==> src/rtl/decode_stage_if.sv <==
// decode_stage_if: fetch-side and execute-side handshake plus decoded fields
interface decode_stage_if;
  logic        in_valid, in_ready, flush, out_valid, out_ready;
  logic [31:0] in_inst, in_pc, out_pc, imm;
  logic [4:0]  rd, rs1, rs2;
  logic [1:0]  alu_src, size;
  logic [3:0]  alu_ctrl;
  logic [2:0]  m_op;
  logic        m_en, mreq, write, reg_write, illegal;
  modport master (
    output in_valid, in_inst, in_pc, flush, out_ready,
    input  in_ready, out_valid, out_pc, rd, rs1, rs2, imm, alu_src, alu_ctrl,
           m_en, m_op, mreq, write, reg_write, illegal, size
  );
  modport slave (
    input  in_valid, in_inst, in_pc, flush, out_ready,
    output in_ready, out_valid, out_pc, rd, rs1, rs2, imm, alu_src, alu_ctrl,
           m_en, m_op, mreq, write, reg_write, illegal, size
  );
endinterface

==> src/rtl/decode_stage.sv <==
// decode_stage: instruction FIFO with bypass feeding a registered RV32I(M) decoder
module decode_stage #(
  parameter int DEPTH    = 4,
  parameter bit ENABLE_M = 1'b0
) (
  input logic          clk,
  input logic          rst_n,
  decode_stage_if.slave io
);
  localparam int AW = $clog2(DEPTH);
  logic [63:0]   mem [DEPTH];
  logic [AW-1:0] wp, rp;
  logic [AW:0]   cnt, cnt_n;
  logic          rdy, push, free, pop, byp, wr, load;
  logic [31:0]   inst, pc, d_imm;
  logic [6:0]    op, f7;
  logic [2:0]    f3;
  logic [3:0]    base, d_alu;
  logic          lui, auipc, jal, jalr, br, ld, st, opi, opr, r_alt, r_mul, mop, ill, alt;
  assign io.in_ready = rdy;
  assign push = io.in_valid & rdy;
  assign free = !io.out_valid | io.out_ready;
  assign pop  = free & (cnt != '0);
  assign byp  = free & (cnt == '0) & push;
  assign wr   = push & !byp;
  assign load = pop | byp;
  assign cnt_n = cnt + {{AW{1'b0}}, wr} - {{AW{1'b0}}, pop};
  assign {inst, pc} = byp ? {io.in_inst, io.in_pc} : mem[rp];
  assign op = inst[6:0];
  assign f3 = inst[14:12];
  assign f7 = inst[31:25];
  assign lui   = op == 7'h37;
  assign auipc = op == 7'h17;
  assign jal   = op == 7'h6f;
  assign jalr  = op == 7'h67;
  assign br    = op == 7'h63;
  assign ld    = op == 7'h03;
  assign st    = op == 7'h23;
  assign opi   = op == 7'h13;
  assign opr   = op == 7'h33;
  assign r_alt = f7 == 7'h20;
  assign r_mul = f7 == 7'h01;
  assign mop   = opr & r_mul;
  assign alt   = opr ? r_alt : inst[30];
  assign ill = !(lui | auipc | jal | jalr | br | ld | st | opi | opr)
             | (ld & (f3 == 3'd3 | f3[2:1] == 2'b11))
             | (st & (f3[2] | f3 == 3'd3))
             | (opr & !(f7 == 7'h00 | r_alt | r_mul))
             | (mop & !ENABLE_M);
  assign d_imm = (lui | auipc)       ? {inst[31:12], 12'h000}
               : jal                 ? {{12{inst[31]}}, inst[19:12], inst[20], inst[30:21], 1'b0}
               : br                  ? {{20{inst[31]}}, inst[7], inst[30:25], inst[11:8], 1'b0}
               : st                  ? {{21{inst[31]}}, inst[30:25], inst[11:7]}
               : (jalr | ld | opi)   ? {{21{inst[31]}}, inst[30:20]}
               : 32'h0;
  always_comb begin
    case (f3)
      3'd0: base = (opr & r_alt) ? 4'd1 : 4'd0;
      3'd1: base = 4'd5;
      3'd2: base = 4'd8;
      3'd3: base = 4'd9;
      3'd4: base = 4'd4;
      3'd5: base = alt ? 4'd7 : 4'd6;
      3'd6: base = 4'd3;
      3'd7: base = 4'd2;
    endcase
  end
  assign d_alu = (opi | (opr & !mop)) ? base : 4'd0;
  always_ff @(posedge clk)
    if (wr) mem[wp] <= {io.in_inst, io.in_pc};
  always_ff @(posedge clk or negedge rst_n) begin
    if (!rst_n) begin
      wp           <= '0;
      rp           <= '0;
      cnt          <= '0;
      rdy          <= 1'b0;
      io.out_valid <= 1'b0;
      io.out_pc    <= '0;
      io.rd        <= '0;
      io.rs1       <= '0;
      io.rs2       <= '0;
      io.imm       <= '0;
      io.alu_src   <= '0;
      io.alu_ctrl  <= '0;
      io.m_en      <= 1'b0;
      io.m_op      <= '0;
      io.mreq      <= 1'b0;
      io.write     <= 1'b0;
      io.reg_write <= 1'b0;
      io.illegal   <= 1'b0;
      io.size      <= '0;
    end else if (io.flush) begin
      wp           <= '0;
      rp           <= '0;
      cnt          <= '0;
      rdy          <= 1'b1;
      io.out_valid <= 1'b0;
    end else begin
      if (wr) wp <= wp + 1'b1;
      if (pop) rp <= rp + 1'b1;
      cnt          <= cnt_n;
      rdy          <= cnt_n != (AW+1)'(DEPTH);
      io.out_valid <= load | (io.out_valid & !io.out_ready);
      if (load) begin
        io.out_pc    <= pc;
        io.rd        <= inst[11:7];
        io.rs1       <= inst[19:15];
        io.rs2       <= inst[24:20];
        io.imm       <= d_imm;
        io.alu_src   <= {auipc | jal, lui | auipc | jal | jalr | ld | st | opi};
        io.alu_ctrl  <= d_alu;
        io.m_en      <= mop & ENABLE_M;
        io.m_op      <= mop ? f3 : 3'd0;
        io.mreq      <= ld | st;
        io.write     <= st;
        io.reg_write <= (lui | auipc | jal | jalr | ld | opi | opr) & (inst[11:7] != 5'd0) & !ill;
        io.illegal   <= ill;
        io.size      <= f3[1:0];
      end
    end
  end
endmodule
==> src/flat_wrapper.sv <==
// flat-port wrapper written by rule: the top's interface ports become plain ports
module decode_stage_flat 
#(
  parameter int DEPTH    = 4,
  parameter bit ENABLE_M = 1'b0
)
  (clk, rst_n, io_in_valid, io_in_inst, io_in_pc, io_flush, io_out_ready, io_in_ready, io_out_valid, io_out_pc, io_rd, io_rs1, io_rs2, io_imm, io_alu_src, io_alu_ctrl, io_m_en, io_m_op, io_mreq, io_write, io_reg_write, io_illegal, io_size);
  decode_stage_if io_i ();
  input logic clk;
  input logic rst_n;
  input wire logic [$bits(io_i.in_valid)-1:0] io_in_valid;
  input wire logic [$bits(io_i.in_inst)-1:0] io_in_inst;
  input wire logic [$bits(io_i.in_pc)-1:0] io_in_pc;
  input wire logic [$bits(io_i.flush)-1:0] io_flush;
  input wire logic [$bits(io_i.out_ready)-1:0] io_out_ready;
  output wire logic [$bits(io_i.in_ready)-1:0] io_in_ready;
  output wire logic [$bits(io_i.out_valid)-1:0] io_out_valid;
  output wire logic [$bits(io_i.out_pc)-1:0] io_out_pc;
  output wire logic [$bits(io_i.rd)-1:0] io_rd;
  output wire logic [$bits(io_i.rs1)-1:0] io_rs1;
  output wire logic [$bits(io_i.rs2)-1:0] io_rs2;
  output wire logic [$bits(io_i.imm)-1:0] io_imm;
  output wire logic [$bits(io_i.alu_src)-1:0] io_alu_src;
  output wire logic [$bits(io_i.alu_ctrl)-1:0] io_alu_ctrl;
  output wire logic [$bits(io_i.m_en)-1:0] io_m_en;
  output wire logic [$bits(io_i.m_op)-1:0] io_m_op;
  output wire logic [$bits(io_i.mreq)-1:0] io_mreq;
  output wire logic [$bits(io_i.write)-1:0] io_write;
  output wire logic [$bits(io_i.reg_write)-1:0] io_reg_write;
  output wire logic [$bits(io_i.illegal)-1:0] io_illegal;
  output wire logic [$bits(io_i.size)-1:0] io_size;
  assign io_i.in_valid = io_in_valid;
  assign io_i.in_inst = io_in_inst;
  assign io_i.in_pc = io_in_pc;
  assign io_i.flush = io_flush;
  assign io_i.out_ready = io_out_ready;
  assign io_in_ready = io_i.in_ready;
  assign io_out_valid = io_i.out_valid;
  assign io_out_pc = io_i.out_pc;
  assign io_rd = io_i.rd;
  assign io_rs1 = io_i.rs1;
  assign io_rs2 = io_i.rs2;
  assign io_imm = io_i.imm;
  assign io_alu_src = io_i.alu_src;
  assign io_alu_ctrl = io_i.alu_ctrl;
  assign io_m_en = io_i.m_en;
  assign io_m_op = io_i.m_op;
  assign io_mreq = io_i.mreq;
  assign io_write = io_i.write;
  assign io_reg_write = io_i.reg_write;
  assign io_illegal = io_i.illegal;
  assign io_size = io_i.size;
  decode_stage #(.DEPTH(DEPTH), .ENABLE_M(ENABLE_M)) u_core (.clk(clk), .rst_n(rst_n), .io(io_i));
endmodule
==> config.mk <==
export PLATFORM = sky130hd
export DESIGN_NAME = decode_stage_flat
export DESIGN_NICKNAME = d
export VERILOG_FILES = /design/src/rtl/decode_stage_if.sv /design/src/rtl/decode_stage.sv /design/src/flat_wrapper.sv
export SDC_FILE = /design/constraint.sdc
export NUM_CORES = 1
export LEC_CHECK = 0
export ABC_AREA = 1
export CAP_MARGIN = 25
export CORE_ASPECT_RATIO = 0.7
export CORE_MARGIN = 4
export CORE_UTILIZATION = 50
export CTS_BUF_LIST = sky130_fd_sc_hd__clkbuf_8
export CTS_CLUSTER_SIZE = 12
export DETAILED_ROUTE_END_ITERATION = 12
export PLACE_DENSITY = 0.69
export SLEW_MARGIN = 5
export SYNTH_ARGS = -nofsm -noshare
export SYNTH_HDL_FRONTEND = slang
export SYNTH_SLANG_ARGS = --single-unit
==> constraint.sdc <==
create_clock -name clk -period 4.8 [get_ports clk]
set_clock_uncertainty 0.1 [all_clocks]
set_input_delay 0.48 -clock clk [delete_from_list [all_inputs] [get_ports clk]]
set_output_delay 0.48 -clock clk [all_outputs]
set_load 0.01 [all_outputs]
# Yosys cells after proc, flatten, opt, wreduce, memory -nomap -nowiden

Memories as Yosys holds them, arrays and structs flattened.
Cells that the tools add are included.

Mux-type cells: 21
Reductions and logical operators: 15
$add $sub $neg: 4
Bitwise logic cells: 44
Eq/ne operators: 20

Operators by type and width:

| kind                  | count |
|---|---|
| $mux W32              | 5 |
| $mux W64              | 1 |
| $pmux W4 S8           | 1 |
| $or A1 B1 Y1          | 29 |
| $eq A7 B6 Y1 const B  | 4 |
| $eq A7 B7 Y1 const B  | 3 |
| $and A1 B1 Y1         | 14 |
| $eq A7 B5 Y1 const B  | 2 |
| $eq A3 B3 Y1 const B  | 4 |
| $mux W2               | 4 |
| $eq A7 B1 Y1 const B  | 1 |
| $eq A7 B2 Y1 const B  | 1 |
| $logic_not A1 Y1      | 7 |
| $logic_not A7 Y1      | 1 |
| $mux W1               | 7 |
| $eq A3 B2 Y1 const B  | 2 |
| $logic_not A3 Y1      | 2 |
| $mux W3               | 2 |
| $reduce_bool A5 Y1    | 1 |
| $add A2 B1 Y2 const B | 2 |
| $mux W4               | 1 |
| $reduce_bool A2 Y1    | 2 |
| $add A3 B1 Y3         | 1 |
| $eq A3 B1 Y1 const B  | 1 |
| other kinds (6)       | 6 |

Bits in registers: 103
Output and inout port bits: 97
Memories: 1
Logic and storage cells: 123
RAM bits: 256
Input port bits: 69

Memory list:

| name       | depth | bits a word | read ports | clocked after memory_dff | wr ports | RTL line           | text |
|---|---|---|---|---|---|---|---|
| u_core.mem | 4     | 64          | 1          | 0                        | 1        | decode_stage.sv:11 | `logic [63:0] mem [DEPTH];` |

# Depth between registers and ports, before layout

Depth after elaboration: 21
Mapped depth: 17

# Worst setup path after synthesis

No wires, ideal clock.

Path type: input to register
From: in io_in_valid
To: mem u_core.mem[0][0], enable pin
Data required time: 4,214 ps
Arrival time: 3,530 ps
Cell stages on the path: 4
Setup slack: 684 ps
Cells stage by stage: nand2_1 > inv_2 > nand2_1 > nor2_1

Cells in the longest elaborated chain, start to end: 6

RTL lines:

| item                              | RTL line           | text |
|---|---|---|
| from (decl)                       | flat_wrapper.sv:11 | `input wire logic [$bits(io_i.in_valid)-1:0] io_in_valid;` |
| $and A1 B1 Y1 (*)                 | decode_stage.sv:21 | `assign push = io.in_valid & rdy;` |
| $and A1 B1 Y1                     | decode_stage.sv:24 | `assign byp = free & (cnt == '0) & push;` |
| $logic_not A1 Y1                  | decode_stage.sv:25 | `assign wr = push & !byp;` |
| $and A1 B1 Y1 (*)                 | decode_stage.sv:25 |  |
| $mux W1 (*)                       | decode_stage.sv:70 | `if (wr) mem[wp] <= {io.in_inst, io.in_pc};` |
| $mux W1 (not written as such) (*) | decode_stage.sv:70 |  |
| to (decl)                         | decode_stage.sv:11 |  |

Every way passes the cells marked *; elsewhere a longest branch is shown, timed or not.

# Worst setup path in the final report

From: reg u_core.rp[0]
To: reg u_core.io.imm[28]

Cells in the longest elaborated chain, start to end: 10
Elaborated cells between the ends (all ways): 18

RTL lines:

| item                                                | RTL line                               | text |
|---|---|---|
| from (decl)                                         | decode_stage.sv:12                     | `logic [AW-1:0] wp, rp;` |
| from (signal assigned)                              | decode_stage.sv:100                    | `if (pop) rp <= rp + 1'b1;` |
| $mem_v2 Z4 W64 (*)                                  | --                                     |  |
| $mux W64 (*)                                        | decode_stage.sv:28                     | `assign {inst, pc} = byp ? {io.in_inst, io.in_pc} : mem[rp];` |
| $eq A7 B7 Y1 / $eq A7 B2 Y1 (equally long branches) | decode_stage.sv:35, decode_stage.sv:37 |  |
| $or A1 B1 Y1 (2 in series)                          | decode_stage.sv:54                     | `: (jalr \| ld \| opi) ? {{21{inst[31]}}, inst[30:20]}` |
| $mux W32                                            | decode_stage.sv:54                     |  |
| $mux W32                                            | decode_stage.sv:53                     | `: st ? {{21{inst[31]}}, inst[30:25], inst[11:7]}` |
| $mux W32                                            | decode_stage.sv:52                     | `: br ? {{20{inst[31]}}, inst[7], inst[30:25], inst[11:8], 1'b0}` |
| $mux W32                                            | decode_stage.sv:51                     | `: jal ? {{12{inst[31]}}, inst[19:12], inst[20], inst[30:21], 1'b0}` |
| $mux W32 (*)                                        | decode_stage.sv:50                     | `assign d_imm = (lui \| auipc) ? {inst[31:12], 12'h000}` |
| to (signal assigned)                                | decode_stage.sv:109                    | `io.imm <= d_imm;` |
| to (decl)                                           | decode_stage_if.sv:17                  | `output in_ready, out_valid, out_pc, rd, rs1, rs2, imm, alu_src, alu_ctrl,` |

Marked as above.
A chain may end at the register's enable or synchronous reset.

==> impl_metrics.ini <==
[worst_setup_path]
critical_path_class = flip-flop to flip-flop
cpLargestDelayFamily = simple AND/OR/NAND/NOR gates
worst_path_most_repeated_cell = nand2_1
cpPeakStageDelay_ps = 840
cp.arrival_ps = 3930
crit_path_max_fanout = 56
cp-end-kind = flip-flop
start_kind = flip-flop
crit_buf_inv = 1
cp_cell_sequence = clkinv_2 > nand2_1 > nand3_1 > nand2_1 > nand2_1 > nand2_2 > nand2_1 > nor2_1 > nand2_2 > nand2_1 > nor2_8 > nand2_2 > nand2_1
cp_slowest_cell = dfrtp_4
required_ps = 5170

[sta]
timing.slew.headroom_pct = 33.4
worst_slew_pin_slew_ps = 996
min_period_ps = 3560
setup_tns_ps = 0
max_freq_ghz = 0.281
drv_slew = 0
min_period_over_period_pct = 74.1
hold_viol_final = 0
setup_viol = 0
rsz0062_at_grt = false

[finish]
final_nets = 1652
final_cell_mix = 352 x nand2_1, 256 x edfxtp_1, 214 x nor2_1
final_common_cell = nand2_1
final_cell_count_no_fill = 2024
diodes = 0
fin_area_um2 = 18200
area_growth_pct = 20.3
n_fill_cell = 2312
final_layout_size_suffix_gt1_share_pct = 9.70

[run_status]
status = complete, no violations

[power_and_ir_drop]
p_sw_share_pct = 37.2
clockPowerShare_pct = 23.1
power_frac_seq_pct = 40.5
p_per_area_nw_per_um2 = 581
p_comb_share_pct = 36.4
peakVddDrop_mv = 0.312
p_leak_nw = 7.35
power.internal_mw = 6.65
power.switching_mw = 3.93

[clocking]
cts_resized = 0
clk_pin_slew_worst_paths_ps = 70
cts_buffers = 52
cts.sinks = 359
root_buffer = clkbuf_8
cts_tree = done
clkLatencyLatePin_ps = 600
clockBufferDepth = 3
htreeDepth = 2

[route]
drc = 0
viasPerCell = 5.34
ant_nets = 0
first_iter_violations = 1082
wire_per_inst_um = 18.3
routed_wl_um = 37000
first_pass_iters = 5
num_vias = 10808

[logic_synthesis]
synth_edf_count = 256
synth_warnings = 0
synth_fp_nets = 1487
synth_area_leaders = edfxtp_1 51%, dfrtp_1 17%, nand2_1 8.7%
syn_inst = 1411
syn_area_um2 = 15100
yosysTopAreaCell = edfxtp_1
syn_area_per_cell_um2 = 10.7
synth_cell_types = 38
ys_async_sr_fraction_pct = 28.7
synthFlopType = edfxtp_1
seq_area_frac_synth_pct = 67.8
synth_seq_cells = 359
synth_top_area_share_pct = 50.8

[die]
core_area_um2 = 29300
die_area_um2 = 33200
row_count = 52
die_y_um = 154
io_pins = 166
die_w_um = 216
start_util_pct = 51.6

[min_path]
hp-class = primary input to async pin

[global_routing]
grt_pass1_vias = 10238
grt_pass1_wl_um = 57900
grt_use_total_pct = 21.8
grt_max_degree = 80
antenna_found_initial = 2
grt.overflow.total = 0

[placed_design]
hpwl_um = 22700
portBuffers = 164
place.gp.congestion = 0.810
placed_area_um2 = 17100
dpl.cell_count = 1924

[run]
max-cap-violations = 0
[power groups by stage]
stage	combinational (mW)	sequential, mW	clock, mW
after floorplan	2.29	4.38	0
after global placement	3.77	4.33	0
after detailed placement	3.82	4.33	0
after CTS	3.84	4.28	2.47
after global routing	4.29	4.34	2.62
final	3.86	4.28	2.45
[worst paths after layout]
| kind | from | endpoint | slack, ps | depth (start not counted) |
|---|---|---|---|---|
| max in group asynchronous | rst_n | u_core.rp[0] | 3320 | 4 |
| worst max register to register | u_core.rp[0] | u_core.io.imm[28] | 1240 | 13 |
| worst min-delay path | rst_n | u_core.io.imm[28] | 190 | 2 |
| worst max-delay path | u_core.rp[0] | u_core.io.imm[28] | 1240 | 13 |
| worst min register to register | u_core.io.size[1] | u_core.io.size[1] | 380 | 2 |
| min in group clk | u_core.io.size[1] | u_core.io.size[1] | 380 | 2 |
[cell type report]
type / instances / area [um2] / share of cell area, %
inverters: 73 / 275 / 1.51
clock inverters: 33 / 179 / 0.982
repair buffers: 185 / 1890 / 10.4
flip-flops and latches: 359 / 10300 / 56.4
multi-input cells: 905 / 4220 / 23.2
well taps: 405 / 507 / 2.78
clock buffers: 64 / 881 / 4.83
[state kept, by name (all words and copies together), names as in the netlist]
register and cells:
u_core.io.alu_ctrl 4, u_core.io.mreq 1, u_core.rp 2, u_core.wp 2, u_core.io.rd 5, u_core.io.imm 32
u_core.cnt 3, u_core.io.out_pc 32, u_core.io.write 1, u_core.io.in_ready 1, u_core.io.alu_src 2, u_core.io.rs2 5
u_core.io.size 2, u_core.io.reg_write 1, u_core.io.out_valid 1, u_core.io.m_op 3, u_core.io.rs1 5, u_core.mem 256
u_core.io.illegal 1
[layer usage]
| layer | GRT usage (%) | wire length [um] | vias up |
|---|---|---|---|
| met5 | 0 | 23 | - |
| met4 | 5.12 | 592 | 4 |
| met3 | 5.25 | 3060 | 55 |
| met2 | 31.7 | 15900 | 394 |
| met1 | 33.5 | 17400 | 5231 |
| li1 | - | - | 5124 |
[Yosys cell counts (9+ instances only)]
| cell type | instances |
|---|---|
| dfrtp_1 | 103 |
| inv_2 | 9 |
| edfxtp_1 | 256 |
| nor2_1 | 218 |
| clkbuf_1 | 26 |
| nand3_1 | 42 |
| nand2_1 | 352 |
| buf_2 | 26 |
| o21ai_1 | 18 |
| o22ai_1 | 35 |
| a21oi_1 | 11 |
| o21ai_0 | 121 |
| a31oi_1 | 45 |
| buf_4 | 15 |
| inv_1 | 64 |
| nand2_2 | 23 |
[through the flow]
step                setup WS, ps  utilization (%)  hold WS, ps  power (mW)
floorplan                    684                -         84.4        6.68
global placement            1310             58.3          363        8.09
detailed placement          1230             58.3          368        8.15
CTS                         1270             61.9          383        10.6
global route                 954             62.1          198        11.2
finish                      1240             62.1          188        10.6
[kinds of logic (layout without fill, tap and decap cells)]
family / after synthesis / count (layout) / share of synthesized area, %
simple gates: 655 / 655 / 18.1
flops: 359 / 359 / 67.8
compound gates: 240 / 240 / 8.84
buf+inv: 147 / 355 / 4.53
fa+ha+maj: 7 / 7 / 0.628
xor+xnor: 2 / 2 / 0.116
other cells: 1 / 1 / 0.0248
[timing repair]
item | in CTS | in global routing
hold endpoints to repair | 10 | 0
buffers inserted | 0 | 0
hold buffers | 1 | 0
Power figures use the tool's default switching activity.
